==> src/rtl/packet_encoder_pkg.sv <==
// Shared types and sizing helpers for the packet framer.
package packet_encoder_pkg;

    localparam int unsigned DATA_W_DEF      = 8;
    localparam int unsigned MAX_PAYLOAD_DEF = 64;

    typedef enum logic [2:0] {
        IDLE,
        CAPTURE,
        HDR_DEST,
        HDR_LEN,
        PAYLOAD,
        PARITY
    } state_t;

    // Pointers must hold the value MAX_PAYLOAD itself, hence the +1.
    function automatic int unsigned ptr_w(input int unsigned max_payload);
        return $clog2(max_payload + 1);
    endfunction

    function automatic int unsigned addr_w(input int unsigned depth);
        return (depth > 1) ? $clog2(depth) : 1;
    endfunction

endpackage

==> src/rtl/packet_buf.sv <==
// Payload register file: synchronous write port, combinational read port.
module packet_buf
    import packet_encoder_pkg::*;
#(
    parameter int unsigned DATA_W = DATA_W_DEF,
    parameter int unsigned DEPTH  = MAX_PAYLOAD_DEF,
    localparam int unsigned AW    = addr_w(DEPTH)
) (
    input  logic              clk,
    input  logic              we_i,
    input  logic [AW-1:0]     waddr_i,
    input  logic [DATA_W-1:0] wdata_i,
    input  logic [AW-1:0]     raddr_i,
    output logic [DATA_W-1:0] rdata_o
);

    logic [DATA_W-1:0] mem_q [DEPTH];

    always_ff @(posedge clk) begin
        if (we_i) begin
            mem_q[waddr_i] <= wdata_i;
        end
    end

    assign rdata_o = mem_q[raddr_i];

endmodule

==> src/rtl/packet_encoder.sv <==
// Packet framer: captures dest/size/payload, then emits [dest][len][payload][parity].
// Output registers are loaded from the next state, so each byte appears during its own state.
module packet_encoder
    import packet_encoder_pkg::*;
#(
    parameter int unsigned DATA_W      = DATA_W_DEF,
    parameter int unsigned MAX_PAYLOAD = MAX_PAYLOAD_DEF
) (
    input  logic              clk,
    input  logic              rst,
    input  logic [DATA_W-1:0] payload_din,
    input  logic              ip_valid,
    input  logic [DATA_W-1:0] destination_addr,
    input  logic [DATA_W-1:0] payload_size,
    output logic [DATA_W-1:0] packet_out,
    output logic              packet_valid
);

    localparam int unsigned   PW       = ptr_w(MAX_PAYLOAD);
    localparam int unsigned   AW       = addr_w(MAX_PAYLOAD);
    localparam logic [PW-1:0] SIZE_MAX = PW'(MAX_PAYLOAD);

    state_t            state_q, state_d;
    logic [DATA_W-1:0] dest_q, dest_d;
    logic [PW-1:0]     size_q, size_d;
    logic [PW-1:0]     wptr_q, wptr_d;
    logic [PW-1:0]     rptr_q, rptr_d;
    logic [DATA_W-1:0] parity_q, parity_d;
    logic [DATA_W-1:0] out_q, out_d;
    logic              valid_q, valid_d;

    logic              buf_we;
    logic [DATA_W-1:0] buf_rdata;
    logic [31:0]       size_ext;
    logic [PW-1:0]     size_sat;

    assign size_ext = 32'(payload_size);
    assign size_sat = (size_ext > 32'(MAX_PAYLOAD)) ? SIZE_MAX : PW'(size_ext);

    packet_buf #(
        .DATA_W (DATA_W),
        .DEPTH  (MAX_PAYLOAD)
    ) u_buf (
        .clk     (clk),
        .we_i    (buf_we),
        .waddr_i (wptr_q[AW-1:0]),
        .wdata_i (payload_din),
        .raddr_i (rptr_q[AW-1:0]),
        .rdata_o (buf_rdata)
    );

    always_ff @(posedge clk or posedge rst) begin
        if (rst) begin
            state_q  <= IDLE;
            dest_q   <= '0;
            size_q   <= '0;
            wptr_q   <= '0;
            rptr_q   <= '0;
            parity_q <= '0;
            out_q    <= '0;
            valid_q  <= 1'b0;
        end else begin
            state_q  <= state_d;
            dest_q   <= dest_d;
            size_q   <= size_d;
            wptr_q   <= wptr_d;
            rptr_q   <= rptr_d;
            parity_q <= parity_d;
            out_q    <= out_d;
            valid_q  <= valid_d;
        end
    end

    always_comb begin
        state_d  = state_q;
        dest_d   = dest_q;
        size_d   = size_q;
        wptr_d   = wptr_q;
        rptr_d   = rptr_q;
        parity_d = parity_q;
        out_d    = '0;
        valid_d  = 1'b0;
        buf_we   = 1'b0;

        unique case (state_q)
            IDLE: begin
                if (ip_valid) begin
                    dest_d   = destination_addr;
                    size_d   = size_sat;
                    parity_d = destination_addr ^ DATA_W'(size_sat);
                    wptr_d   = '0;
                    rptr_d   = '0;
                    if (size_sat == '0) begin
                        state_d = HDR_DEST;
                        out_d   = destination_addr;
                        valid_d = 1'b1;
                    end else begin
                        state_d = CAPTURE;
                    end
                end
            end
            CAPTURE: begin
                if (ip_valid) begin
                    buf_we   = 1'b1;
                    parity_d = parity_q ^ payload_din;
                    wptr_d   = wptr_q + PW'(1);
                    if (wptr_d == size_q) begin
                        state_d = HDR_DEST;
                        out_d   = dest_q;
                        valid_d = 1'b1;
                    end
                end else begin
                    state_d = HDR_DEST;
                    out_d   = dest_q;
                    valid_d = 1'b1;
                end
            end
            HDR_DEST: begin
                // Swap the declared-size term for the stored length in the running parity.
                parity_d = parity_q ^ DATA_W'(size_q) ^ DATA_W'(wptr_q);
                state_d  = HDR_LEN;
                out_d    = DATA_W'(wptr_q);
                valid_d  = 1'b1;
            end
            HDR_LEN: begin
                valid_d = 1'b1;
                if (wptr_q == '0) begin
                    state_d = PARITY;
                    out_d   = parity_q;
                end else begin
                    state_d = PAYLOAD;
                    out_d   = buf_rdata;
                    rptr_d  = rptr_q + PW'(1);
                end
            end
            PAYLOAD: begin
                valid_d = 1'b1;
                if (rptr_q == wptr_q) begin
                    state_d = PARITY;
                    out_d   = parity_q;
                end else begin
                    out_d  = buf_rdata;
                    rptr_d = rptr_q + PW'(1);
                end
            end
            PARITY: begin
                state_d = IDLE;
            end
            default: begin
                state_d = IDLE;
            end
        endcase
    end

    assign packet_out   = out_q;
    assign packet_valid = valid_q;

endmodule

==> config.mk <==
export PLATFORM = sky130hd
export DESIGN_NAME = packet_encoder
export DESIGN_NICKNAME = d
export VERILOG_FILES = /design/src/rtl/packet_encoder_pkg.sv /design/src/rtl/packet_buf.sv /design/src/rtl/packet_encoder.sv
export SDC_FILE = /design/constraint.sdc
export NUM_CORES = 1
export LEC_CHECK = 0
export BUFFER_PORTS_ARGS = -buffer_cell sky130_fd_sc_hd__buf_4
export CAP_MARGIN = 20
export CORE_ASPECT_RATIO = 2
export CORE_MARGIN = 2
export CORE_UTILIZATION = 45
export DETAILED_ROUTE_END_ITERATION = 10
export PLACE_DENSITY_LB_ADDON = 0.05
export SKIP_LAST_GASP = 1
export SLEW_MARGIN = 5
export SYNTH_ARGS = -nofsm -noshare
export SYNTH_HDL_FRONTEND = slang
export SYNTH_SLANG_ARGS = --single-unit
==> constraint.sdc <==
create_clock -name clk -period 5.1 [get_ports clk]
set_clock_uncertainty 0.2 [all_clocks]
set_input_delay 1.275 -clock clk [delete_from_list [all_inputs] [get_ports clk]]
set_output_delay 1.275 -clock clk [all_outputs]
set_load 0.02 [all_outputs]
; ---- After elaboration in Yosys (flattened, before gate mapping)
; Memory sizes are Yosys's and may differ from the RTL's.
; Cells that the tools add are included.
[word_totals]
ram_bits = 512
ff_bits = 49
n_memories = 1
elab_cells = 73
inputBits = 27
[mem_list]
columns = memory, words, word_bits, rd, rd_clocked_by_memory_dff, write_ports, line
row1 = u_buf.mem_q, 64, 8, 1, 0, 1, packet_buf.sv:17  ; logic [DATA_W-1:0] mem_q [DEPTH];
[classes]
add_sub_neg = 2
n_mux = 33
n_reduce_logical = 12
bitwise_logic = 4
n_lt_le_gt_ge = 1
eq_ne = 12
[op_table]
columns = operator, count
row1 = two-way mux 8 bit, 8
row2 = case mux 8 bit (5 select lines), 1
row3 = two-way mux 7 bit, 5
row4 = case mux 8 bit (3 select lines), 1
row5 = XOR 8 x 7 -> 8 bit, 3
row6 = case mux 7 bit (3 select lines), 1
row7 = case mux 3 bit (5 select lines), 1
row8 = adder 7 x 1 -> 7 bit (second input constant), 2
row9 = == test 7 bit, 2
row10 = logical NOT 7 bit, 2
row11 = case mux 7 bit (2 select lines), 1
row12 = two-way mux 3 bit, 4
row13 = != test 2 bit (second input constant), 5
row14 = two-way mux 1 bit, 9
row15 = AND reduction 3 bit, 3
row16 = greater-than comparator 8 x 7 -> 1 bit (second input constant), 1
row17 = XOR 8 bit, 1
row18 = == test 3 x 2 -> 1 bit (second input constant), 2
row19 = nonzero test 3 bit, 2
row20 = AND reduction 4 bit, 1
row21 = == test 3 x 1 -> 1 bit (second input constant), 1
row22 = == test 3 bit (second input constant), 1
row23 = logical NOT 3 bit, 1
row24 = != test 3 bit (second input constant), 1
row25 = 5 further kinds, 5

; ---- Depth between registers and ports, before layout
; Gate-level depths: netlist of run 1.
[depth]
ltp_word = 6
depth_mapped = 10
depth_no_buf = 8

; ---- Modules after synthesis
; From an unflattened synthesis of run 1, not the netlist that was laid out.
[hier_totals]
hier_cells = 1299
hier_area_um2 = 23194.7
[modules_own_cells]
columns = mod, cells_each, area_each_um2, instances
row1 = packet_buf, 932, 20006.7, 1
row2 = packet_encoder, 367, 3188.1, 1

; ---- Worst setup path before layout of run 1
; Ideal clock, no wire load.
[synth_timing]
kind = input port to flip-flop
startpoint = input payload_size[1]
endpoint = register out_q[1] (netlist: packet_out[1])
arrival_time_ns = 2.818
setup_time_ns = 0.065
required_ns = 4.835
path_slack_ns = 2.017
cell_stages = 6
path_cell_list = or4_1 > nor3_1 > a222oi_1 > inv_1 > a221o_1 > a211o_1
[synth_between]
elab_chain_cells = 6
[synth_lines]
columns = element, line
row1 = from (decl), packet_encoder.sv:14  ; input logic [DATA_W-1:0] payload_size,
row2 = greater-than comparator 8 x 7 -> 1 bit, packet_encoder.sv:38  ; assign size_sat = (size_ext > 32'(MAX_PAYLOAD)) ? SIZE_MAX : PW'(size_ext);
row3 = two-way mux 7 bit *, packet_encoder.sv:38
row4 = logical NOT 7 bit *, packet_encoder.sv:93  ; if (size_sat == '0) begin
row5 = two-way mux 8 bit *, packet_encoder.sv:93
row6 = two-way mux 8 bit *, packet_encoder.sv:87  ; if (ip_valid) begin
row7 = case mux 8 bit (5 select lines) *, packet_encoder.sv:85  ; unique case (state_q)
row8 = via out_d[1], packet_encoder.sv:29  ; logic [DATA_W-1:0] out_q, out_d;
row9 = to (signal assigned), packet_encoder.sv:69  ; out_q <= out_d;
row10 = to (decl), packet_encoder.sv:29
; Mark *: on every way through the listed nets, which the timed path passes. The rest lies on a longest branch.
; A chain may end at the register's enable or synchronous reset.

; ---- Worst setup path after layout of run 1
[layout_timing]
startpoint = register state_q[0]
endpoint = memory u_buf.mem_q[47][2] in the netlist's numbering, enable pin
[layout_between]
elab_chain_cells = 4
[layout_lines]
columns = element, line
row1 = from (decl), packet_encoder.sv:23  ; state_t state_q, state_d;
row2 = from (signal assigned), packet_encoder.sv:63  ; state_q <= state_d;
row3 = == test 3 x 1 -> 1 bit, packet_encoder.sv:85
row4 = two-way mux 1 bit, packet_encoder.sv:85
row5 = two-way mux 1 bit, packet_buf.sv:20  ; if (we_i) begin
row6 = two-way mux 1 bit (implied by the code), packet_buf.sv:21  ; mem_q[waddr_i] <= wdata_i;
row7 = to (decl), packet_buf.sv:17
; Every way passes these cells.

==> results of run 1 <==
## worst max-delay path: stages, from the launching register on
cell     delay (ns)
dfrtp_1        0.60
or3b_2         0.57
nor2_1         0.49
nand2_1        0.72
nor2_1         0.76
## routing by layer
layer	share of wire	wire [um]
met1	0.34	22500
met2	0.57	37600
met3	0.031	2070
met4	0.059	3910
met5	0	0
## per-stage QoR
stage / setup WS, ns / power [mW] / utilization
CTS: 1.33 / 12.1 / 0.507
global placement: 1.13 / 8.37 / 0.475
floorplan: 2.02 / 7.30 / -
detailed placement: 1.04 / 8.38 / 0.475
global route: 1.17 / 12.5 / 0.507
finish: 1.37 / 12.1 / 0.507
## cells in the mapped netlist, drive strengths merged, types with 2 or more instances
cell	number
nand3	43
o32ai	2
or4b	2
or2	4
or4	3
nor3b	9
a31oi	19
dfrtp	49
nand4	8
a22o	3
a211o	7
buf	30
clkbuf	53
a222oi	7
o21ai	23
a2bb2oi	3
a21oi	21
nor2b	11
or3	3
a22oi	105
mux2i	188
o31ai	3
edfxtp	512
and3	10
and2	6
mux4	37
or3b	3
nand2	78
nand2b	6
nand3b	2
a221o	8
inv	15
a211oi	4
xor2	8
nor3	5
nor4	2
xnor2	26
ha	3
nor2	95
## cell usage in the layout, fill, tap and decap left out, types with 7 or more instances in the layout
cell type,instances
a221o_1,8
edfxtp_1,512
xor2_1,8
and3_1,10
nand4_1,8
buf_4,75
nor3b_1,8
a222oi_1,7
nand3_1,43
xnor2_1,26
clkbuf_16,50
dfrtp_1,47
inv_1,14
clkinv_2,9
mux4_2,37
a22oi_1,105
nor2b_1,9
clkbuf_1,10
a21oi_1,21
nor2_1,94
o21ai_0,21
a31oi_1,19
a211o_1,7
nand2_1,78
mux2i_1,188
## power breakdown
part | switching [mW] | total [mW] | internal [mW] | leakage (nW)
logic | 1.72 | 2.80 | 1.08 | 2.06
clock network | 1.66 | 3.78 | 2.12 | 0.783
registers | 0.280 | 5.47 | 5.19 | 5.23
## cells by family after synthesis
group	Yosys count	share of synthesized area
compound gates	213	0.0665
xor+xnor	34	0.0130
fa+ha+maj	3	0.00163
buf+inv	98	0.0180
flops	561	0.722
mux	225	0.118
simple gates	293	0.0607
## sequential cells by signal, summed over array words and instances (netlist names)
register      cells
dest_q            8
packet_out        8
packet_valid      1
parity_q          8
rptr_q            7
size_q            7
state_q           3
u_buf.mem_q     512
wptr_q            7
## layout make-up
class / count / area (um2) / area share
clock buffer: 61 / 1300 / 0.0507
tap: 654 / 818 / 0.0319
inverter: 15 / 56.3 / 0.00219
multi-input combinational: 768 / 5990 / 0.233
sequential: 561 / 16600 / 0.647
clock inverter: 28 / 317 / 0.0123
timing repair buffer: 76 / 583 / 0.0227
antenna: 1 / 2.50 / 0.0000974
## worst min-delay path by stage
| stage | startpoint | endpoint | slack, ns | depth (start not counted) |
|---|---|---|---|---|
| after floorplan | dest_q[7] | dest_q[7] | 0.25 | 2 |
| after global placement | dest_q[7] | dest_q[7] | 0.26 | 2 |
| after detailed placement | dest_q[7] | dest_q[7] | 0.27 | 2 |
| after CTS | dest_q[7] | dest_q[7] | 0.29 | 2 |
| after global routing | dest_q[7] | dest_q[7] | 0.34 | 2 |
| final | dest_q[7] | dest_q[7] | 0.29 | 2 |
==> results.cfg, run 1 <==
[setup_path]
worstReg2RegEnd = u_buf.mem_q[47][2]
r2r-start = state_q[0]
crit_end = u_buf.mem_q[47][2]
crit_type = flip-flop to flip-flop
critPathMaxFanout = 15
crit_path_end_kind = flip-flop
cp.required_ns = 5.12
crit_path_start = state_q[0]
reg2reg_slack_ns = 1.37
cp.arrival_ns = 3.75
crit_path_start_kind = flip-flop
r2r_cells = 4

[logic_synthesis]
synth-main-ff-cell = edfxtp_1
synthArstFlopShare = 0.0873
synth_area_um2 = 23000
synth_top_area_cell = edfxtp_1
yosys_warnings = 0
synth.top_cells.by_area = edfxtp_1, mux2i_1, dfrtp_1
ys_types = 58
syn_nets = 1457
synth_seq_cells = 561
synthDominantCellAreaShare = 0.669
synth_edf_count = 512
synth_cells = 1427
avgSynthCellArea_um2 = 16.1
ys_seq_area_frac = 0.722

[floorplanning]
die_w_um = 164
io_pins = 36
design.die.area_um2 = 53000
num_rows = 117
initial_core_util = 0.454
core-area_um2 = 50700
die_h_um = 324

[clocking]
cts_resized = 0
tritoncts = built
tritoncts.num_buffers = 48
holdBufCountCts = 0
htree_levels = 2
clock_latency_ns = 0.60
clkSinkCount = 561
root_buffer = clkbuf_16
cts_setup_buffers = 0
path_clk_slew_ns = 0.08
clockBufferDepth = 3

[sta]
hold_violations = 0
slew_viol_final = 0
max_slew.worst_pin.slew_ns = 1.02
post-route-min-period_ns = 3.73
rsz0062_at_grt = false
fin_hold_ws_ns = 0.290
relSlewSlack = 0.323
maxClockFrequency_mhz = 268
setup_viol = 0
tns_ns = 0
period_share = 0.732

[global_routing]
met1_usage = 0.260
grt_pass1_vias = 13300
use_met3 = 0.0280
gr-usage-all-layers = 0.254
grt.busiest_layer = met2
grt_pass1_wl_um = 93400
globalRoute.totalOverflow = 0
antenna_found_initial = 0
grt_max_degree = 67
gr-usage-met2 = 0.495

[route]
routed_wl_um = 66100
routed-via-count = 12700
drc = 0
routed_via_density = 5.88
drt-wirelength-per-cell_um = 30.6
drtPass1Iterations = 7
drt_iter0_drc = 1025
ant_nets = 0

[placed_design]
placed_area_um2 = 24100
post-place-cells = 2074
gp_congestion = 0.873
io_buffers = 35
place_hpwl_um = 44500

[layout]
final_cell_count_no_fill = 2164
final_nets = 1500
final_cell_area_um2 = 25700
drive_gt1_frac = 0.136
nFillCells = 4391
synthToLayoutAreaGrowth_pct = 11.7

[power_and_ir_drop]
p_per_area_nw_per_um2 = 469
ir_drop_mv = 0.349
p_leak_nw = 8.07

[outcome]
status = finished clean

[worst_hold_path]
min-delay-path-class = flip-flop to flip-flop

[job]
cap_violations = 0
No activity file was read; power rests on OpenSTA's default activity.
==> run 2: changes to the inputs <==
Settings changed: ABC_AREA set to 1.
Clock period 5.1 ns to 3.45 ns, I/O delays scaled along.
==> run 2 against run 1 <==
Compared with the run above:
- die area up 7.0%
- critical path type unchanged
- global-route usage rose by 0.30 points
- critical path depth up 7
- register-to-register slack got worse by 0.77 ns
==> results.cfg, run 2 <==
[outcome]
status = finished clean

[clocking]
tritoncts = built
clock_latency_ns = 0.61
tritoncts.num_buffers = 50
holdBufCountCts = 0
cts_setup_buffers = 0
cts_resized = 0
root_buffer = clkbuf_16
path_clk_slew_ns = 0.07
clkSinkCount = 561
htree_levels = 2
clockBufferDepth = 3

[power_and_ir_drop]
p_switching_mw = 5.43
p_per_area_nw_per_um2 = 637
ir_drop_mv = 0.651
clockPowerShare = 0.344
seqPwrFrac = 0.446
p_leak_nw = 11.2
report.power.total_mw = 17.8
switching_share = 0.306
pwr-share-comb = 0.210
internal_power_mw = 12.3

[floorplanning]
num_rows = 121
die_w_um = 169
die_h_um = 335
io_pins = 36
initial_core_util = 0.453
design.die.area_um2 = 56800
core-area_um2 = 54400

[setup_path]
crit_top_cell = nand3_1
cp.arrival_ns = 3.18
slowest_stage = dfrtp_1
cp.required_ns = 3.77
crit_type = flip-flop to flip-flop
worst_path_largest_cell_delay_ns = 0.67
crit_path_end_kind = flip-flop
path_cells = inv_1 -> ha_1 -> xnor2_1 -> nand2_1 -> nor2_1 -> nand2_1 -> nor2_1 -> nand3_1 -> nand2_2 -> nand3_1 -> nand3_1
crit_path_start_kind = flip-flop
critPathMaxFanout = 10
r2r_cells = 11

[placed_design]
io_buffers = 35
post-place-cells = 3099
post-place-ws_ns = 0.608
place_hpwl_um = 47500
placed_area_um2 = 26100
gp_congestion = 0.906

[logic_synthesis]
synth_top_area_cell = edfxtp_1
synth_edf_count = 512
synth-main-ff-cell = edfxtp_1
synthArstFlopShare = 0.0873
avgSynthCellArea_um2 = 10.3
ys_seq_area_frac = 0.674
synth_seq_cells = 561
ys_types = 40
synth_area_um2 = 24600
yosys-top-cells-count = nand2_1, edfxtp_1, nand3_1
yosys_warnings = 0
synth.top_cells.by_area = edfxtp_1, nand2_1, nand3_1
synth_cells = 2396
synth_most_common_cell = nand2_1
syn_nets = 2426
synthDominantCellAreaShare = 0.624

[sta]
setup_viol = 0
tns_ns = 0
maxClockFrequency_mhz = 350
slew_viol_final = 0
post-route-min-period_ns = 2.85
fin_hold_ws_ns = 0.0145
max_slew.worst_pin.slew_ns = 0.732
relSlewSlack = 0.510
period_share = 0.827
hold_violations = 0
setup_slack_ns = 0.596
rsz0062_at_grt = false

[route]
routed_via_density = 5.39
routed_wl_um = 72000
drt-wirelength-per-cell_um = 22.6
drt_iter0_drc = 1256
routed-via-count = 17200
drc = 0
drtPass1Iterations = 7
ant_nets = 0

[layout]
diodes = 0
nFillCells = 4897
drive_gt1_frac = 0.103
final_cell_mix = nand2_1, edfxtp_1, nand3_1
largest_reg_flops = 512
synthToLayoutAreaGrowth_pct = 13.3
final_cell_area_um2 = 27900
final_util = 0.513
final_cell_count_no_fill = 3191
final_common_cell = nand2_1
final_nets = 2505
top_register = u_buf.mem_q

[global_routing]
gr-usage-all-layers = 0.257
grt_pass1_wl_um = 107000
antenna_found_initial = 1
grt_max_degree = 132
grt_pass1_vias = 17500
globalRoute.totalOverflow = 0

[worst_hold_path]
min-delay-path-class = input port to async pin

[job]
cap_violations = 0
==> run 2: kinds of logic (layout without fill, tap and decap cells) <==
kind of cell,after synthesis,after routing,share of synthesized area
simple gates,1398,1398,0.241
flops,561,561,0.674
buf+inv,337,456,0.0590
compound gates,72,72,0.0160
xor+xnor,25,25,0.00889
fa+ha+maj,3,3,0.00152
==> run 2: metal layers <==
metal	wire, um	vias to the layer above	GRT usage
met5	0	-	0
met3	2820	209	0.0274
met4	4840	0	0.157
met1	26200	8289	0.282
met2	38200	528	0.471
li1	-	8160	-
==> run 2: worst max-delay path: cells and delay by family (launching register included) <==
family                     cells  cell delay, ns
adders and majority gates      1            0.44
buffers and inverters          1            0.22
DFF                            1            0.67
and+or+nand+nor                8            1.07
xor gates and xnor gates       1            0.17
==> run 2: layout make-up <==
cell class,count,area [um2],area share
inverters,214,818,0.0293
well taps,676,846,0.0303
clock inverters,31,468,0.0168
multi-input cells,1498,6580,0.236
flip-flops and latches,561,16600,0.595
clock buffers,61,1300,0.0467
repair buffers,150,1280,0.0457
==> run 2: final timing paths <==
kind / startpoint / end / slack [ns]
hold / removal: rst / packet_valid / 0.01
max in group asynchronous: rst / parity_q[2] / 2.19
setup reg to reg: wptr_q[0] / packet_out[1] / 0.60
hold reg to reg: dest_q[1] / dest_q[1] / 0.29
min in group clk: dest_q[1] / dest_q[1] / 0.29
setup / recovery: wptr_q[0] / packet_out[1] / 0.60
==> run 2: power by group through the flow <==
stage / Combinational, mW / Sequential [mW] / Clock (mW)
floorplan: 2.47 / 7.96 / 0
global placement: 3.72 / 8.06 / 0
detailed placement: 3.74 / 8.06 / 0
CTS: 3.76 / 7.92 / 6.21
global route: 4.09 / 7.94 / 6.43
finish: 3.73 / 7.93 / 6.12
